`src/rtl/hilo_unit_pkg.sv`:
```
// Shared constants and types for the HI/LO unit: funct encodings, FSM states,
// and the command decode used by the execute stage.
package hilo_unit_pkg;

  localparam logic [5:0] EXE_MULT  = 6'b011000;
  localparam logic [5:0] EXE_MULTU = 6'b011001;
  localparam logic [5:0] EXE_MTHI  = 6'b010001;
  localparam logic [5:0] EXE_MTLO  = 6'b010011;

  typedef enum logic [1:0] {
    HILO_IDLE = 2'd0,
    HILO_MUL  = 2'd1,
    HILO_DONE = 2'd2
  } hilo_state_e;

  typedef enum logic [1:0] {
    CMD_NONE,
    CMD_MUL,
    CMD_MTHI,
    CMD_MTLO
  } hilo_cmd_e;

  function automatic hilo_cmd_e decode_cmd(input logic [5:0] funct);
    case (funct)
      EXE_MULT, EXE_MULTU: decode_cmd = CMD_MUL;
      EXE_MTHI:            decode_cmd = CMD_MTHI;
      EXE_MTLO:            decode_cmd = CMD_MTLO;
      default:             decode_cmd = CMD_NONE;
    endcase
  endfunction

endpackage

```
`src/rtl/hilo_unit_mul_iter.sv`:
```
// Unsigned radix-2 shift-add multiplier: one multiplier bit per step, WIDTH steps.
// The multiplier rides in the low half of the accumulator and shifts out as the product shifts in.
module mul_iter #(
  parameter int WIDTH = 32,
  parameter int CNT_W = 6
) (
  input  logic               clk,
  input  logic               rst,
  input  logic               start,
  input  logic               step,
  input  logic [WIDTH-1:0]   mcand_in,
  input  logic [WIDTH-1:0]   mplier_in,
  output logic               last,
  output logic [2*WIDTH-1:0] product
);

  logic [2*WIDTH:0]   acc_q;
  logic [WIDTH-1:0]   mcand_q;
  logic [CNT_W-1:0]   cnt_q;
  logic [WIDTH:0]     sum;

  // Top accumulator bit catches the carry of the add before it is shifted down.
  always_comb begin
    sum = acc_q[2*WIDTH:WIDTH];
    if (acc_q[0]) sum = acc_q[2*WIDTH:WIDTH] + {1'b0, mcand_q};
  end

  // NOTE: state registers use non-blocking assignments so every flop samples pre-edge values.
  always_ff @(posedge clk) begin
    if (rst) begin
      acc_q   <= '0;
      mcand_q <= '0;
      cnt_q   <= '0;
    end else if (start) begin
      acc_q   <= {{(WIDTH+1){1'b0}}, mplier_in};
      mcand_q <= mcand_in;
      cnt_q   <= '0;
    end else if (step) begin
      acc_q   <= {1'b0, sum, acc_q[WIDTH-1:1]};
      cnt_q   <= cnt_q + 1'b1;
    end
  end

  assign last    = (cnt_q == CNT_W'(WIDTH-1));
  assign product = acc_q[2*WIDTH-1:0];

endmodule

```
`src/rtl/hilo_unit.sv`:
```
// Execute-stage HI/LO register pair: MTHI/MTLO writes and an iterative MULT/MULTU
// that stalls the pipeline until the signed-corrected product lands in {HI,LO}.
module hilo_unit
  import hilo_unit_pkg::*;
#(
  parameter int WIDTH = 32,
  parameter int CNT_W = 6
) (
  input  logic             clk,
  input  logic             rst,
  input  logic             en,
  input  logic             hilowrite,
  input  logic [5:0]       funct,
  input  logic [WIDTH-1:0] srca,
  input  logic [WIDTH-1:0] srcb,
  input  logic             flush,
  output logic [WIDTH-1:0] hi_o,
  output logic [WIDTH-1:0] lo_o,
  output logic             stall_o
);

  hilo_state_e        state_q, state_n;
  hilo_cmd_e          cmd;
  logic               is_signed;
  logic [WIDTH-1:0]   mag_a, mag_b;
  logic               sign_q;
  logic               mul_start, mul_step, mul_last;
  logic               hilo_we, mthi_we, mtlo_we;
  logic [2*WIDTH-1:0] product, result;
  logic [WIDTH-1:0]   hi_q, lo_q;

  assign cmd       = (en && hilowrite && !flush) ? decode_cmd(funct) : CMD_NONE;
  assign is_signed = (funct == EXE_MULT);

  // Most-negative operand negates to itself, which reads back as the correct unsigned magnitude.
  assign mag_a = (is_signed && srca[WIDTH-1]) ? -srca : srca;
  assign mag_b = (is_signed && srcb[WIDTH-1]) ? -srcb : srcb;

  mul_iter #(.WIDTH(WIDTH), .CNT_W(CNT_W)) u_mul_iter (
    .clk       (clk),
    .rst       (rst),
    .start     (mul_start),
    .step      (mul_step),
    .mcand_in  (mag_a),
    .mplier_in (mag_b),
    .last      (mul_last),
    .product   (product)
  );

  assign result = sign_q ? -product : product;

  always_ff @(posedge clk) begin
    if (rst) state_q <= HILO_IDLE;
    else     state_q <= state_n;
  end

  // NOTE: every always_comb output gets a default first so no path infers a latch.
  always_comb begin
    state_n   = state_q;
    stall_o   = 1'b0;
    mul_start = 1'b0;
    mul_step  = 1'b0;
    hilo_we   = 1'b0;
    mthi_we   = 1'b0;
    mtlo_we   = 1'b0;
    case (state_q)
      HILO_IDLE: begin
        case (cmd)
          CMD_MUL: begin
            mul_start = 1'b1;
            stall_o   = 1'b1;
            state_n   = HILO_MUL;
          end
          CMD_MTHI: mthi_we = 1'b1;
          CMD_MTLO: mtlo_we = 1'b1;
          default: ;
        endcase
      end
      HILO_MUL: begin
        if (flush) begin
          state_n = HILO_IDLE;
        end else begin
          stall_o  = 1'b1;
          mul_step = 1'b1;
          if (mul_last) state_n = HILO_DONE;
        end
      end
      HILO_DONE: begin
        // Stall is released here so the MULT retires on the same edge that writes HI/LO.
        hilo_we = !flush;
        state_n = HILO_IDLE;
      end
      default: state_n = HILO_IDLE;
    endcase
  end

  always_ff @(posedge clk) begin
    if (rst)            sign_q <= 1'b0;
    else if (mul_start) sign_q <= is_signed && (srca[WIDTH-1] ^ srcb[WIDTH-1]);
  end

  always_ff @(posedge clk) begin
    if (rst) begin
      hi_q <= '0;
      lo_q <= '0;
    end else if (hilo_we) begin
      {hi_q, lo_q} <= result;
    end else begin
      if (mthi_we) hi_q <= srca;
      if (mtlo_we) lo_q <= srca;
    end
  end

  assign hi_o = hi_q;
  assign lo_o = lo_q;

endmodule

```
`config.mk`:
```
export PLATFORM = sky130hd
export DESIGN_NAME = hilo_unit
export DESIGN_NICKNAME = d
export VERILOG_FILES = /design/src/rtl/hilo_unit_pkg.sv /design/src/rtl/hilo_unit_mul_iter.sv /design/src/rtl/hilo_unit.sv
export SDC_FILE = /design/constraint.sdc
export NUM_CORES = 1
export LEC_CHECK = 0
export BUFFER_PORTS_ARGS = -buffer_cell sky130_fd_sc_hd__buf_2
export CAP_MARGIN = 20
export CORE_UTILIZATION = 45
export CTS_CLUSTER_SIZE = 24
export DETAILED_ROUTE_END_ITERATION = 7
export HOLD_SLACK_MARGIN = 0.08
export PLACE_DENSITY = 0.67
export SLEW_MARGIN = 20
export SYNTH_ARGS = -nofsm -noshare
export SYNTH_HDL_FRONTEND = slang
export SYNTH_SLANG_ARGS = --single-unit
```
`constraint.sdc`:
```
create_clock -name clk -period 2.4 [get_ports clk]
set_input_delay 0.24 -clock clk [delete_from_list [all_inputs] [get_ports clk]]
set_output_delay 0.24 -clock clk [all_outputs]
set_load 0.1 [all_outputs]
```
* Word level (Yosys, flattened, before mapping)
Index checks and enable logic that the tools add are counted.
** Operators by class
- Multipliers :: 0
- $add $sub $neg :: 5
- Bitwise gates (word level) :: 1
- Equal/unequal tests :: 12
- Divide/modulo/power cells :: 0
- Mux-type cells :: 26
- Magnitude comparators :: 0
- Shift operators :: 0
- Reduce and logical (&&, ||, !) cells :: 13
** Operator list (count)
- $mux W32 :: 8
- $mux W64 :: 1
- $neg A32 Y32 :: 2
- $neg A64 Y64 :: 1
- $add A32 B32 Y33 :: 1
- $mux W33 :: 1
- $eq A6 B5 Y1 const B :: 5
- $mux W1 :: 9
- $mux W2 :: 4
- $add A6 B1 Y6 const B :: 1
- $eq A2 B2 Y1 const B :: 3
- $pmux W2 S3 :: 1
- $reduce_bool A2 Y1 :: 3
- $logic_and A1 B1 Y1 :: 5
- $eq A2 B1 Y1 const B :: 2
- $pmux W2 S2 :: 1
- $reduce_or A2 Y1 :: 2
- $ne A3 B3 Y1 const B :: 1
- $logic_not A2 Y1 :: 1
- $ne A2 B1 Y1 const B :: 1
- $pmux W1 S2 :: 1
- $reduce_and A2 Y1 :: 1
- $logic_not A1 Y1 :: 1
- $xor A1 B1 Y1 :: 1
** Word-level totals
- Latch bits :: 0
- Bits in read-only memories :: 0
- RAM bits :: 0
- Flip-flop bits (word level) :: 169
- Memories kept :: 0
- Input port bits :: 75

* Depth between registers and ports, before layout
- Word-level depth :: 9
- Gate-level depth with buffers :: 11

* Cells and area by module
A second synthesis with hierarchy kept.
** Unflattened totals
- Cell total of the unflattened synthesis :: 1522
- Area, all modules :: 11745.0 sq um
** By module, submodules not included
- mul_iter :: area an instance 6089.6 sq um, cells each 750, seq. area each 2042.0 sq um, instances 1
- hilo_unit :: area an instance 5655.4 sq um, cells each 772, seq. area each 1341.3 sq um, instances 1

* Least setup slack after synthesis
Ideal clock, no wire load.
- Path kind :: reg-to-reg
- Start point :: register u_mul_iter.acc_q[43]
- End point :: register hi_q[29] (netlist: hi_o[29])
- Setup time :: 0.134 ns
- Data required time :: 2.266 ns
- Arrival time :: 2.458 ns
- Buffers on the path :: 0
- Slack :: -0.191 ns
- Period minus slack after synthesis :: 2.591 ns
- Stages on the path, launching flop included :: 9
- Path through :: dfxtp_1 -> nor4_1 -> nand4b_4 -> or3_4 -> or3_4 -> or2_4 -> o41ai_2 -> xor2_1 -> o22ai_1
** Between the ends
- Cells in the longest elaborated chain, start to end :: 3
** Ends and longest elaborated chain
- start: declaration :: RTL line hilo_unit_mul_iter.sv:17 : logic [2*WIDTH:0] acc_q;
- start signal: assignment :: RTL line hilo_unit_mul_iter.sv:35 : acc_q <= {{(WIDTH+1){1'b0}}, mplier_in};
- start signal: assignment :: RTL line hilo_unit_mul_iter.sv:39 : acc_q <= {1'b0, sum, acc_q[WIDTH-1:1]};
- $neg A64 Y64 :: RTL line hilo_unit.sv:50 : assign result = sign_q ? -product : product;
- $mux W64 :: RTL line hilo_unit.sv:50
- $mux W32 :: RTL line hilo_unit.sv:106 : end else if (hilo_we) begin
- end signal: assignment :: RTL line hilo_unit.sv:107 : {hi_q, lo_q} <= result;
- end signal: assignment :: RTL line hilo_unit.sv:109 : if (mthi_we) hi_q <= srca;
- end: declaration :: RTL line hilo_unit.sv:30 : logic [WIDTH-1:0] hi_q, lo_q;
Every way passes these cells.
A chain may end at the register's enable or synchronous reset.

* Worst setup path in the final report
- Start point :: register u_mul_iter.acc_q[36]
- End point :: register hi_q[27] (netlist: hi_o[27])
Same word-level chain as after synthesis.

==> results.json <==
{
  "root_buffer": "clkbuf_16",
  "area_growth_pct": 37.0,
  "vias": 11800,
  "p_total_mw": 6.25,
  "design_area_um2": 15300,
  "fin_crit_sh_pct": 114,
  "synthArstFlopShare_pct": 0,
  "crit_arrival_ns": 3.05,
  "diodes": 0,
  "n_fill_cell": 2063,
  "insertion_delay_ns": 0.45,
  "vdd.ir_drop.worst_uv": 374,
  "drv_cap": 0,
  "timing.fmax_ghz": 0.366,
  "syn_inst": 1366,
  "routed_wl_um": 39700,
  "coreArea_um2": 24300,
  "avgViaCountPerCell": 5.92,
  "syn_area_per_cell_um2": 8.17,
  "netlist_top_cells_count": "dfxtp_1, nor2_1, nand2_1",
  "synth_cell_types": 74,
  "cp_cell_sequence": "buf_6, or3_4, nand4b_4, or3_4, or3_4, or2_4, buf_4, o21ai_2, xor2_1, o22ai_1",
  "cpMostUsedCell": "or3_4",
  "fin_ws_ns": -0.330,
  "num_io_pins": 140,
  "fin_setup_tns_ns": -5.84,
  "synth_top_area_share_pct": 30.3,
  "yosysMostFrequentCell": "dfxtp_1",
  "setup_viol": 42,
  "die_h_um": 160,
  "synth_area_leader_cell": "dfxtp_1",
  "ys.flop_type": "dfxtp_1",
  "min_path_type": "in -> reg",
  "finalHoldViolCount": 0,
  "htreeDepth": 4,
  "antenna_found_initial": 0,
  "worst_pin_slew_ns": 0.614,
  "start_kind": "register",
  "gp_congestion": 0.896,
  "synthTopCellsByArea": "dfxtp_1, mux2i_1, xnor2_1, xor2_1, nor2_1",
  "die_w_um": 160,
  "worstPathRequired_ns": 2.72,
  "p_per_area_nw_per_um2": 408,
  "power_leakage_nw": 6.31,
  "drtPass1Iterations": 5,
  "yosysWarnings": 0,
  "final_net_count": 1771,
  "fin_crit_ns": 2.73,
  "wire_per_inst_um": 19.9,
  "rows": 57,
  "grt_pass1_wl_um": 60400,
  "grt_use_total_pct": 30.2,
  "max_slew_margin_pct": 59.1,
  "drtAntennaViolNets": 0,
  "ys_seq_elements": 169,
  "syn_nets": 1478,
  "cpPeakStageDelay_ns": 0.39,
  "critical_path.endpoint_type": "register",
  "die_area_um2": 25400,
  "synth_edf_count": 0,
  "cts_max_path_buffers": 2,
  "ctsHoldBuffers": 0,
  "rsz0062_at_grt": "true",
  "synth_seq_area_share_pct": 30.3,
  "grt_max_degree": 51,
  "drive_gt1_share_pct": 33.0,
  "synth_area_um2": 11200,
  "numCtsBuffers": 17,
  "worstPathMaxFanout": 5,
  "slowest_stage": "or3_4",
  "grt_overflow": 0,
  "portBuffers": 139,
  "place_area_um2": 13600,
  "status": "complete, but fails checks",
  "crit_type": "reg -> reg",
  "violations": "setup timing",
  "fin_worst_skew_ns": 0.0118,
  "start_util_pct": 45.9,
  "drtIter0Drc": 1046,
  "finalMaxSlewViolations": 0,
  "grt_pass1_vias": 11000,
  "drc_errors": 0,
  "path_clk_slew_ns": 0.08,
  "cts_tree": "built",
  "cts.sinks": 169,
  "place_hpwl_um": 28700
}
[registers in the layout, summed over array words and instances, names as in the netlist]
name and cells:
hi_o 32, u_mul_iter.cnt_q 6, u_mul_iter.acc_q 64, state_q 2, sign_q 1, lo_o 32, u_mul_iter.mcand_q 32
[path summary, 6_finish.rpt]
| kind | start | to | slack (ns) | cells past startpoint |
|---|---|---|---|---|
| worst max register to register | u_mul_iter.acc_q[36] | hi_o[27] | -0.33 | 10 |
| worst min register to register | u_mul_iter.mcand_q[28] | u_mul_iter.mcand_q[28] | 0.48 | 2 |
| worst max-delay path | u_mul_iter.acc_q[36] | hi_o[27] | -0.33 | 10 |
| worst min-delay path | srcb[1] | u_mul_iter.acc_q[1] | 0.12 | 3 |
[cells by family (layout without fill, tap and decap cells)]
family,after synthesis,count (layout),synth area share [%]
AOI/OAI and AO/OA,419,419,24.9
xor gates and xnor gates,140,140,11.0
adders and majority gates,37,37,4.21
buffers and inverters,110,416,3.91
DFF,169,169,30.3
muxes,82,82,7.36
and+or+nand+nor,409,409,18.3
[worst max-delay path: cells and delay by family (launching register included)]
kind            cells  cell delay [ns]
simple gates        5             1.61
compound gates      2             0.22
flops               1             0.33
buf+inv             2             0.27
xor+xnor            1             0.18
[per-layer routing]
layer	wire length, um	share of wire, %	global-route usage (%)	vias up
met3	2210	5.6	4.14	86
met4	1760	4.4	14.7	0
li1	-	-	-	5652
met2	18400	46	48.4	444
met1	17300	44	39.9	5633
met5	0	0	0	-
[repair_timing]
item / in CTS / in global routing
gates resized for setup: 94 / 64
endpoints found under the setup margin: 53 / 59
pin swaps: 65 / 71
gates cloned: 1 / 0
buffers inserted: 14 / 18
[cell usage in the layout (no fill, tap or decap), types with 8 or more instances in the layout]
cell and instances:
buf_4 204, dfxtp_1 158, buf_2 138, nor2_1 133
nand2_1 111, mux2i_1 81, a21oi_1 77, xnor2_1 71
xor2_1 60, a211oi_1 55, o21ai_0 53, o22ai_1 46
ha_1 32, a311oi_1 26, nor3_1 23, or3_1 17
a21o_1 17, o31ai_4 17, clkbuf_16 17, o31ai_1 16
buf_6 16, nand3_1 15, inv_1 14, o21ai_2 14
nand2b_1 12, nand4_1 12, a31oi_1 11, dfxtp_2 11
o211ai_1 10, buf_12 10, or3_4 9, o21ai_1 9
or4_1 8
[layout make-up]
| cell class | count | area [um^2] | area share, % |
|---|---|---|---|
| clock buffers | 17 | 425 | 2.78 |
| clock inverters | 15 | 185 | 1.21 |
| inverters | 14 | 52.6 | 0.344 |
| multi-input cells | 1087 | 8180 | 53.5 |
| flip-flops and latches | 169 | 3400 | 22.2 |
| well taps | 324 | 405 | 2.65 |
| repair buffers | 370 | 2650 | 17.3 |
[power by group]
part / switching [mW] / leakage (nW) / total, mW / internal, mW
Sequential: 0.00549 / 1.37 / 2.81 / 2.81
Clock: 1.37 / 0.299 / 2.87 / 1.50
Combinational: 0.334 / 4.64 / 0.559 / 0.225
Total: 1.71 / 6.31 / 6.25 / 4.53
[per-stage QoR]
stage	cells	util, %	hold WS, ns	setup slack, ns
after CTS	1981	61.2	0.106	-0.290
after global placement	1935	56.1	0.449	-0.303
after detailed placement	1935	56.1	0.472	-0.327
after floorplan	1366	-	0.376	-0.174
final	1996	62.9	0.122	-0.330
after global routing	1996	62.9	0.139	-0.372
Note: power is estimated with default switching activity, not from simulation.
